[src/rtl/instr_enc_pkg.sv]
// Shared constants for the RV32I field encoder/loader: class codes, opcodes,
// funct3 values, error codes and the loader state type.
package instr_enc_pkg;

  localparam logic [2:0] CLS_LOAD   = 3'd0;
  localparam logic [2:0] CLS_OPIMM  = 3'd1;
  localparam logic [2:0] CLS_STORE  = 3'd2;
  localparam logic [2:0] CLS_RTYPE  = 3'd3;
  localparam logic [2:0] CLS_BRANCH = 3'd4;
  localparam logic [2:0] CLS_JAL    = 3'd5;

  localparam logic [6:0] OP_LOAD   = 7'b0000011;
  localparam logic [6:0] OP_OPIMM  = 7'b0010011;
  localparam logic [6:0] OP_STORE  = 7'b0100011;
  localparam logic [6:0] OP_RTYPE  = 7'b0110011;
  localparam logic [6:0] OP_BRANCH = 7'b1100011;
  localparam logic [6:0] OP_JAL    = 7'b1101111;

  localparam logic [2:0] F3_ADD = 3'b000;
  localparam logic [2:0] F3_SLL = 3'b001;
  localparam logic [2:0] F3_SW  = 3'b010;
  localparam logic [2:0] F3_SRX = 3'b101;
  localparam logic [2:0] F3_BEQ = 3'b000;

  localparam logic [1:0] ERR_NONE     = 2'b00;
  localparam logic [1:0] ERR_ILLEGAL  = 2'b01;
  localparam logic [1:0] ERR_RANGE    = 2'b10;
  localparam logic [1:0] ERR_OVERFLOW = 2'b11;

  typedef enum logic [2:0] {
    ST_IDLE,
    ST_ENC,
    ST_WRITE,
    ST_DONE,
    ST_ERR
  } ld_state_e;

  // True when the 21-bit immediate is representable as a 12-bit signed value.
  function automatic logic fits_s12(input logic [20:0] imm);
    return (&imm[20:11]) || !(|imm[20:11]);
  endfunction

  function automatic logic fits_s13(input logic [20:0] imm);
    return (&imm[20:12]) || !(|imm[20:12]);
  endfunction

endpackage

[src/rtl/instr_field_packer.sv]
// Combinational RV32I packer: builds the instruction word from fields and
// reports legality (illegal encoding beats immediate range/alignment).
module instr_field_packer
  import instr_enc_pkg::*;
(
  input  logic [2:0]  cls,
  input  logic [2:0]  f3,
  input  logic        f7b5,
  input  logic [4:0]  rd,
  input  logic [4:0]  rs1,
  input  logic [4:0]  rs2,
  input  logic [20:0] imm,
  output logic [31:0] word,
  output logic        ok,
  output logic [1:0]  code
);

  logic illegal;
  logic range_bad;

  always_comb begin
    word      = '0;
    illegal   = 1'b0;
    range_bad = 1'b0;
    case (cls)
      CLS_LOAD: begin
        word      = {imm[11:0], rs1, f3, rd, OP_LOAD};
        illegal   = (f3 == 3'b011) || (f3 == 3'b110) || (f3 == 3'b111);
        range_bad = !fits_s12(imm);
      end
      CLS_OPIMM: begin
        illegal = f7b5 && (f3 != F3_SRX);
        if (f3 == F3_SLL || f3 == F3_SRX) begin
          word      = {1'b0, f7b5, 5'b00000, imm[4:0], rs1, f3, rd, OP_OPIMM};
          range_bad = |imm[20:5];
        end else begin
          word      = {imm[11:0], rs1, f3, rd, OP_OPIMM};
          range_bad = !fits_s12(imm);
        end
      end
      CLS_STORE: begin
        word      = {imm[11:5], rs2, rs1, F3_SW, imm[4:0], OP_STORE};
        illegal   = (f3 != F3_SW);
        range_bad = !fits_s12(imm);
      end
      CLS_RTYPE: begin
        word    = {1'b0, f7b5, 5'b00000, rs2, rs1, f3, rd, OP_RTYPE};
        illegal = f7b5 && !(f3 == F3_ADD || f3 == F3_SRX);
      end
      CLS_BRANCH: begin
        word      = {imm[12], imm[10:5], rs2, rs1, F3_BEQ, imm[4:1], imm[11], OP_BRANCH};
        illegal   = (f3 != F3_BEQ);
        range_bad = imm[0] || !fits_s13(imm);
      end
      CLS_JAL: begin
        word      = {imm[20], imm[10:1], imm[11], imm[19:12], rd, OP_JAL};
        range_bad = imm[0];
      end
      default: illegal = 1'b1;
    endcase
  end

  assign ok   = !illegal && !range_bad;
  assign code = illegal ? ERR_ILLEGAL : (range_bad ? ERR_RANGE : ERR_NONE);

endmodule

[src/rtl/instr_encode_loader.sv]
// Accepts field bundles over valid/ready, encodes them to RV32I words and
// writes them to instruction memory at sequential word addresses.
module instr_encode_loader
  import instr_enc_pkg::*;
#(
  parameter int unsigned  DEPTH     = 256,
  parameter logic [31:0]  BASE_ADDR = '0
) (
  input  logic                   clk,
  input  logic                   rst,
  input  logic                   clr,
  input  logic                   in_valid,
  output logic                   in_ready,
  input  logic [2:0]             in_class,
  input  logic [2:0]             in_funct3,
  input  logic                   in_f7b5,
  input  logic [4:0]             in_rd,
  input  logic [4:0]             in_rs1,
  input  logic [4:0]             in_rs2,
  input  logic [20:0]            in_imm,
  input  logic                   in_last,
  output logic                   mem_we,
  output logic [31:0]            mem_addr,
  output logic [31:0]            mem_wdata,
  output logic [$clog2(DEPTH):0] count,
  output logic                   load_done,
  output logic                   err,
  output logic [1:0]             err_code
);

  localparam int unsigned CW = $clog2(DEPTH) + 1;

  ld_state_e state, state_n;

  logic [2:0]  cls_q, f3_q;
  logic        f7b5_q, last_q;
  logic [4:0]  rd_q, rs1_q, rs2_q;
  logic [20:0] imm_q;

  logic [31:0]   pk_word;
  logic          pk_ok;
  logic [1:0]    pk_code;
  logic          set_err;
  logic [1:0]    code_n;
  logic [CW-1:0] cnt_inc;

  instr_field_packer u_packer (
    .cls  (cls_q),
    .f3   (f3_q),
    .f7b5 (f7b5_q),
    .rd   (rd_q),
    .rs1  (rs1_q),
    .rs2  (rs2_q),
    .imm  (imm_q),
    .word (pk_word),
    .ok   (pk_ok),
    .code (pk_code)
  );

  assign cnt_inc = count + 1'b1;

  always_comb begin
    state_n = state;
    set_err = 1'b0;
    code_n  = ERR_NONE;
    case (state)
      ST_IDLE:  if (in_valid) state_n = ST_ENC;
      ST_ENC: begin
        if (pk_ok) begin
          state_n = ST_WRITE;
        end else begin
          state_n = ST_ERR;
          set_err = 1'b1;
          code_n  = pk_code;
        end
      end
      ST_WRITE: begin
        if (last_q) begin
          state_n = ST_DONE;
        end else if (cnt_inc == CW'(DEPTH)) begin
          state_n = ST_DONE;
          set_err = 1'b1;
          code_n  = ERR_OVERFLOW;
        end else begin
          state_n = ST_IDLE;
        end
      end
      ST_DONE:  state_n = ST_DONE;
      ST_ERR:   state_n = ST_ERR;
      default:  state_n = ST_IDLE;
    endcase
  end

  always_ff @(posedge clk or posedge rst) begin
    if (rst) begin
      state    <= ST_IDLE;
      count    <= '0;
      err      <= 1'b0;
      err_code <= ERR_NONE;
    end else if (clr) begin
      state    <= ST_IDLE;
      count    <= '0;
      err      <= 1'b0;
      err_code <= ERR_NONE;
    end else begin
      state <= state_n;
      if (state == ST_WRITE) count <= cnt_inc;
      if (set_err) begin
        err      <= 1'b1;
        err_code <= code_n;
      end
    end
  end

  // Fields stay frozen from accept until the word is written, so the packer
  // output can feed mem_wdata directly during WRITE.
  always_ff @(posedge clk or posedge rst) begin
    if (rst) begin
      cls_q  <= '0;
      f3_q   <= '0;
      f7b5_q <= 1'b0;
      rd_q   <= '0;
      rs1_q  <= '0;
      rs2_q  <= '0;
      imm_q  <= '0;
      last_q <= 1'b0;
    end else if (in_valid && in_ready) begin
      cls_q  <= in_class;
      f3_q   <= in_funct3;
      f7b5_q <= in_f7b5;
      rd_q   <= in_rd;
      rs1_q  <= in_rs1;
      rs2_q  <= in_rs2;
      imm_q  <= in_imm;
      last_q <= in_last;
    end
  end

  assign in_ready  = (state == ST_IDLE);
  assign load_done = (state == ST_DONE);
  assign mem_we    = (state == ST_WRITE) && !clr;
  assign mem_addr  = (state == ST_WRITE) ?
                     BASE_ADDR + {{(32-CW-2){1'b0}}, count, 2'b00} : '0;
  assign mem_wdata = (state == ST_WRITE) ? pk_word : '0;

endmodule

[config.mk]
export PLATFORM = sky130hd
export DESIGN_NAME = instr_encode_loader
export DESIGN_NICKNAME = d
export VERILOG_FILES = /design/src/rtl/instr_enc_pkg.sv /design/src/rtl/instr_field_packer.sv /design/src/rtl/instr_encode_loader.sv
export SDC_FILE = /design/constraint.sdc
export NUM_CORES = 1
export LEC_CHECK = 0
export BUFFER_PORTS_ARGS = -buffer_cell sky130_fd_sc_hd__buf_2
export CORE_MARGIN = 1.5
export CORE_UTILIZATION = 45
export DETAILED_ROUTE_END_ITERATION = 12
export PLACE_DENSITY = 0.73
export SETUP_SLACK_MARGIN = 0.15
export SLEW_MARGIN = 20
export SYNTH_ARGS = -nofsm -noshare
export SYNTH_HDL_FRONTEND = slang
export SYNTH_HIERARCHICAL = 1
export SYNTH_SLANG_ARGS = --single-unit
[constraint.sdc]
create_clock -name clk -period 3.05 [get_ports clk]
set_input_delay 0.7625 -clock clk [delete_from_list [all_inputs] [get_ports clk]]
set_output_delay 0.7625 -clock clk [all_outputs]
set_load 0.01 [all_outputs]
After elaboration in Yosys (flattened, before gate mapping)
Index checks and enable logic that the tools add are counted.

word-level totals
  output and inout bits = 79
  bits of input ports = 48
  register bits after elaboration = 59

cells by class
  mux-type cells = 29
  add/subtract/negate cells = 1
  reduce and logical (&&, ||, !) cells = 32
  eq/ne operators = 18

operators with widths
  operator             count
  $pmux 32 s6          1
  $mux 32              2
  $eq 3x3->1 const B   6
  $mux 2               9
  $mux 9               2
  $reduce_or 16->1     1
  $eq 3x2->1 const B   5
  $pmux 3 s5           1
  $mux 11              1
  $reduce_and 10->1    1
  $reduce_or 10->1     1
  $add 9x1->9 const B  1
  $eq 3x1->1 const B   3
  $eq 9x9->1 const B   1
  $logic_not 3->1      3
  $mux 3               3
  $reduce_and 9->1     1
  $reduce_or 9->1      1
  $logic_not 1->1      8
  $logic_or 1x1->1     7
  $mux 1               6
  $ne 3x3->1 const B   2
  $pmux 1 s6           1
  $logic_and 1x1->1    5
  other kinds (7)      8

Longest topological paths before layout
  word-level depth = 12
  depth in mapped cells = 9

Modules after synthesis
The synthesis kept the hierarchy.

modules (own cells, without submodules)
  module               instances  cells each  area an instance (um^2)
  instr_encode_loader  1          261         2956.6
  instr_field_packer   1          126         742.0

Worst setup path after synthesis
No wires, ideal clock.

  path kind = register to output
  from = reg cls_q[2]
  to = out mem_wdata[11]
  data arrival time = 1.575 ns
  required time = 2.288 ns
  stages on the path, launching flop included = 7
  setup slack = 0.712 ns
  path through = dfrtp_1 > clkbuf_1 > clkbuf_1 > clkbuf_1 > o21bai_1 > a21oi_1 > and2_1

on the way
  longest elaborated chain between the ends = 3
  elaborated cells between the ends (all ways) = 8

ends and longest elaborated chain
  item                                RTL line                    source
  from (decl)                         instr_encode_loader.sv:35   logic [2:0] cls_q, f3_q;
  from (signal assigned)              instr_encode_loader.sv:128  cls_q <= in_class;
  $eq 3x3->1 (tied with other cells)  instr_field_packer.sv:25    case (cls)
  $pmux 32 s6 (*)                     instr_field_packer.sv:25
  named net pk_word[11]               instr_encode_loader.sv:40   logic [31:0] pk_word;
  $mux 32 (*)                         instr_encode_loader.sv:144  assign mem_wdata = (state == ST_WRITE) ? pk_word : '0;
  to (decl)                           instr_encode_loader.sv:24   output logic [31:0] mem_wdata,

Mark *: on every way through the listed nets, which the timed path passes. The rest lies on a longest branch.

Final worst setup path
  from = reg cls_q[2]
  to = out mem_wdata[30]

Same word-level chain as after synthesis.

==> results by group <==
Job
  – Max Cap Viol: 0

Layout
  – P&R area growth vs syn: 20.06%
  – Non-Filler Instances: 590
  – Final nets: 533
  – Fraction of layout cells with a size suffix above 1: 0.3832
  – # diodes: 0

Synth
  – Ys flop type: dfrtp_1
  – Synth warn: 6
  – Synth area leader: dfrtp_1
  – Count leader, synth: dfrtp_1
  – Seq/Total Area, Yosys: 0.3992
  – Avg Inst Size Synth: 9.557 um^2
  – Seq cells post-synth: 59
  – Share of the synthesized area in the top cell type: 0.3992
  – Post-synth cell types: 45
  – Asr flop ratio synth: 1.000
  – Top cells by count, synth: dfrtp_1, and2_1, mux2_2
  – Synth area leaders: dfrtp_1, mux2_2, and2_1
  – Mapped cell area: 0.003699 mm^2
  – EDFF count, synth: 0
  – Post-Syn Instances: 387

Min path
  – Worst hold path startpoint: rd_q[0]
  – Hold WC Path Type: reg2reg
  – Endpoint, Worst Hold: rd_q[0]
  – Hold Crit Depth: 1

Placed design
  – Global placement routability congestion: 0.8991
  – Dpl cells: 574
  – DPL Wire Length: 6.514 mm
  – I/O Buffers: 103

Die
  – Initial core utilization: 0.4713
  – Die H: 93.66 um
  – Die width: 93.66 um
  – Die area: 0.008772 mm^2
  – # rows: 32
  – I/O pin cnt: 127
  – Core area: 0.007848 mm^2

Clock network
  – CTS resizes: 1
  – Worst skew pair latency: 0.34 ns
  – CTS tree: done
  – Reg clk slew, reported paths: 0.07 ns
  – Postcts setup bufs: 0
  – Clock root buffer: clkbuf_8
  – Sink Count: 59
  – Htree depth: 3
  – Maximum clock path buffer count: 2
  – Hold_buf cts: 0
  – Num CTS Buffers: 9

Route
  – Routed WL: 9.037 mm
  – Routed via count: 3145
  – Wire per inst: 15.32 um
  – Drt drc: 0
  – Initial DRT Pass Iterations: 4
  – Number of DRC markers in iteration 0: 110
  – Final ANT Viol Nets: 0
  – Vias per inst: 5.331

Timing
  – Minimum clock period: 2.760 ns
  – Worst Clk Skew: 0.005590 ns
  – Rel. slew slack: 0.5043
  – RSZ-0062 raised after global routing: no
  – Max Slew Vio Count: 0
  – Final setup viols: 0
  – Setup TNS: 0 ns
  – Final period utilization: 0.9050
  – Worst-Margin Slew: 0.7425 ns
  – Fmax: 362.3 MHz
  – Final hold vios: 0

Worst setup path
  – CP startpoint kind: flop
  – WP data arrival: 2.00 ns
  – Kind of critical path: reg2out
  – Crit Path Max Fanout: 14
  – Path depth of the worst reg2reg path: 7
  – R2R Setup Slk: 0.52 ns
  – Crit. End Element: output pin
  – Reg-to-Reg End: state[1]
  – Req. time, crit path: 2.29 ns
  – R2r startpoint: imm_q[16]

Power and ir drop
  – Leak pwr: 2.133 nW
  – Peak supply drop: 423.5 uV
  – Internal Power: 1.909 mW
  – Comb power frac: 0.308
  – Sw power: 991.7 uW
  – Net Sw Frac: 0.3419
  – Clock share of power: 0.281
  – PwrDens: 653.2 mW/mm^2
  – Flop pwr share: 0.411

Global routing
  – First-pass GRT wire length: 14.39 mm
  – Largest net degree at the start of global routing: 45
  – Overall routing resource usage: 0.2124
  – Gr ovfl total: 0
  – Initial antenna violation count: 0
  – Vias in the first global route: 2928

Outcome
  – Status: complete, no violations
[power by group through the flow]
stage          clock [mW]  sequential (mW)  combinational (mW)
2_1_floorplan           0             1.10               0.753
4_1_cts             0.825             1.19               0.891
5_1_grt             0.859             1.22               0.978
3_5_place_dp            0             1.20               0.879
3_3_place_gp            0             1.19               0.866
6_report            0.815             1.19               0.895
[routing by layer]
layer	share of wire	track usage	vias up
li1	-	-	1502
met1	0.45	0.2909	1497
met2	0.47	0.3345	130
met3	0.063	0.03803	16
met4	0.020	0.08209	0
met5	0	0	-
[kinds of logic (layout without fill, tap and decap cells)]
group / after synthesis / count (layout) / share of synthesized area
muxes: 51 / 51 / 0.1529
AOI/OAI and AO/OA: 68 / 68 / 0.1211
adders and majority gates: 2 / 2 / 0.006765
xor gates and xnor gates: 9 / 9 / 0.02131
other: 1 / 23 / 0.001014
DFF: 59 / 59 / 0.3992
buffers and inverters: 62 / 141 / 0.09303
and+or+nand+nor: 135 / 135 / 0.2047
[how the worst max path moves through the flow]
stage,from,to,slack (ns),cells after the start
3_3_place_gp,cls_q[2],mem_wdata[30],0.59,7
3_5_place_dp,cls_q[2],mem_wdata[30],0.53,7
4_1_cts,cls_q[2],mem_wdata[30],0.27,7
6_report,cls_q[2],mem_wdata[30],0.29,7
2_1_floorplan,cls_q[2],mem_wdata[11],0.71,6
5_1_grt,cls_q[2],mem_wdata[30],0.20,7
[through the flow]
step / setup WS (ns) / area [um^2] / power, mW / utilization / hold WS, ns
finish: 0.2897 / 4441 / 2.901 / 0.5658 / 0.5238
global route: 0.2018 / 4441 / 3.057 / 0.5658 / 0.5427
CTS: 0.2727 / 4441 / 2.906 / 0.5658 / 0.5265
detailed placement: 0.5288 / 4213 / 2.079 / 0.5368 / 0.5112
global placement: 0.5855 / 4213 / 2.052 / 0.5368 / 0.4885
floorplan: 0.7125 / 3781 / 1.855 / - / 0.4751
[layout by cell type, fill, tap and decap left out, types with 11 or more instances in the layout]
cell / instances
a21oi_1: 18
and2_1: 47
buf_2: 103
clkbuf_8: 11
conb_1: 23
dfrtp_1: 58
mux2_2: 44
nand2_1: 18
nor2_1: 23
o22ai_1: 16
[state kept, by name (all words and copies together) (netlist names)]
name      cells
rd_q          5
count         9
rs1_q         5
f3_q          3
err           1
err_code      2
imm_q        21
last_q        1
cls_q         3
rs2_q         5
state         3
f7b5_q        1
[area by class of cell]
class,count,area (um^2)
repair buffers,113,590.6
flip-flops and latches,59,1478
inverters,12,45.04
fillers,736,3407
multi-input cells,288,1973
clock buffers,11,151.4
clock inverters,5,75.07
well taps,102,127.6
[critical path, cell delays in order (launching register included)]
cell and delay [ns]:
dfrtp_2 0.50, buf_4 0.21, nor3b_1 0.06, o22ai_1 0.36, nand2_1 0.12, o21ai_0 0.13
and2_1 0.16, buf_2 0.12
Note: power is estimated with default switching activity, not from simulation.
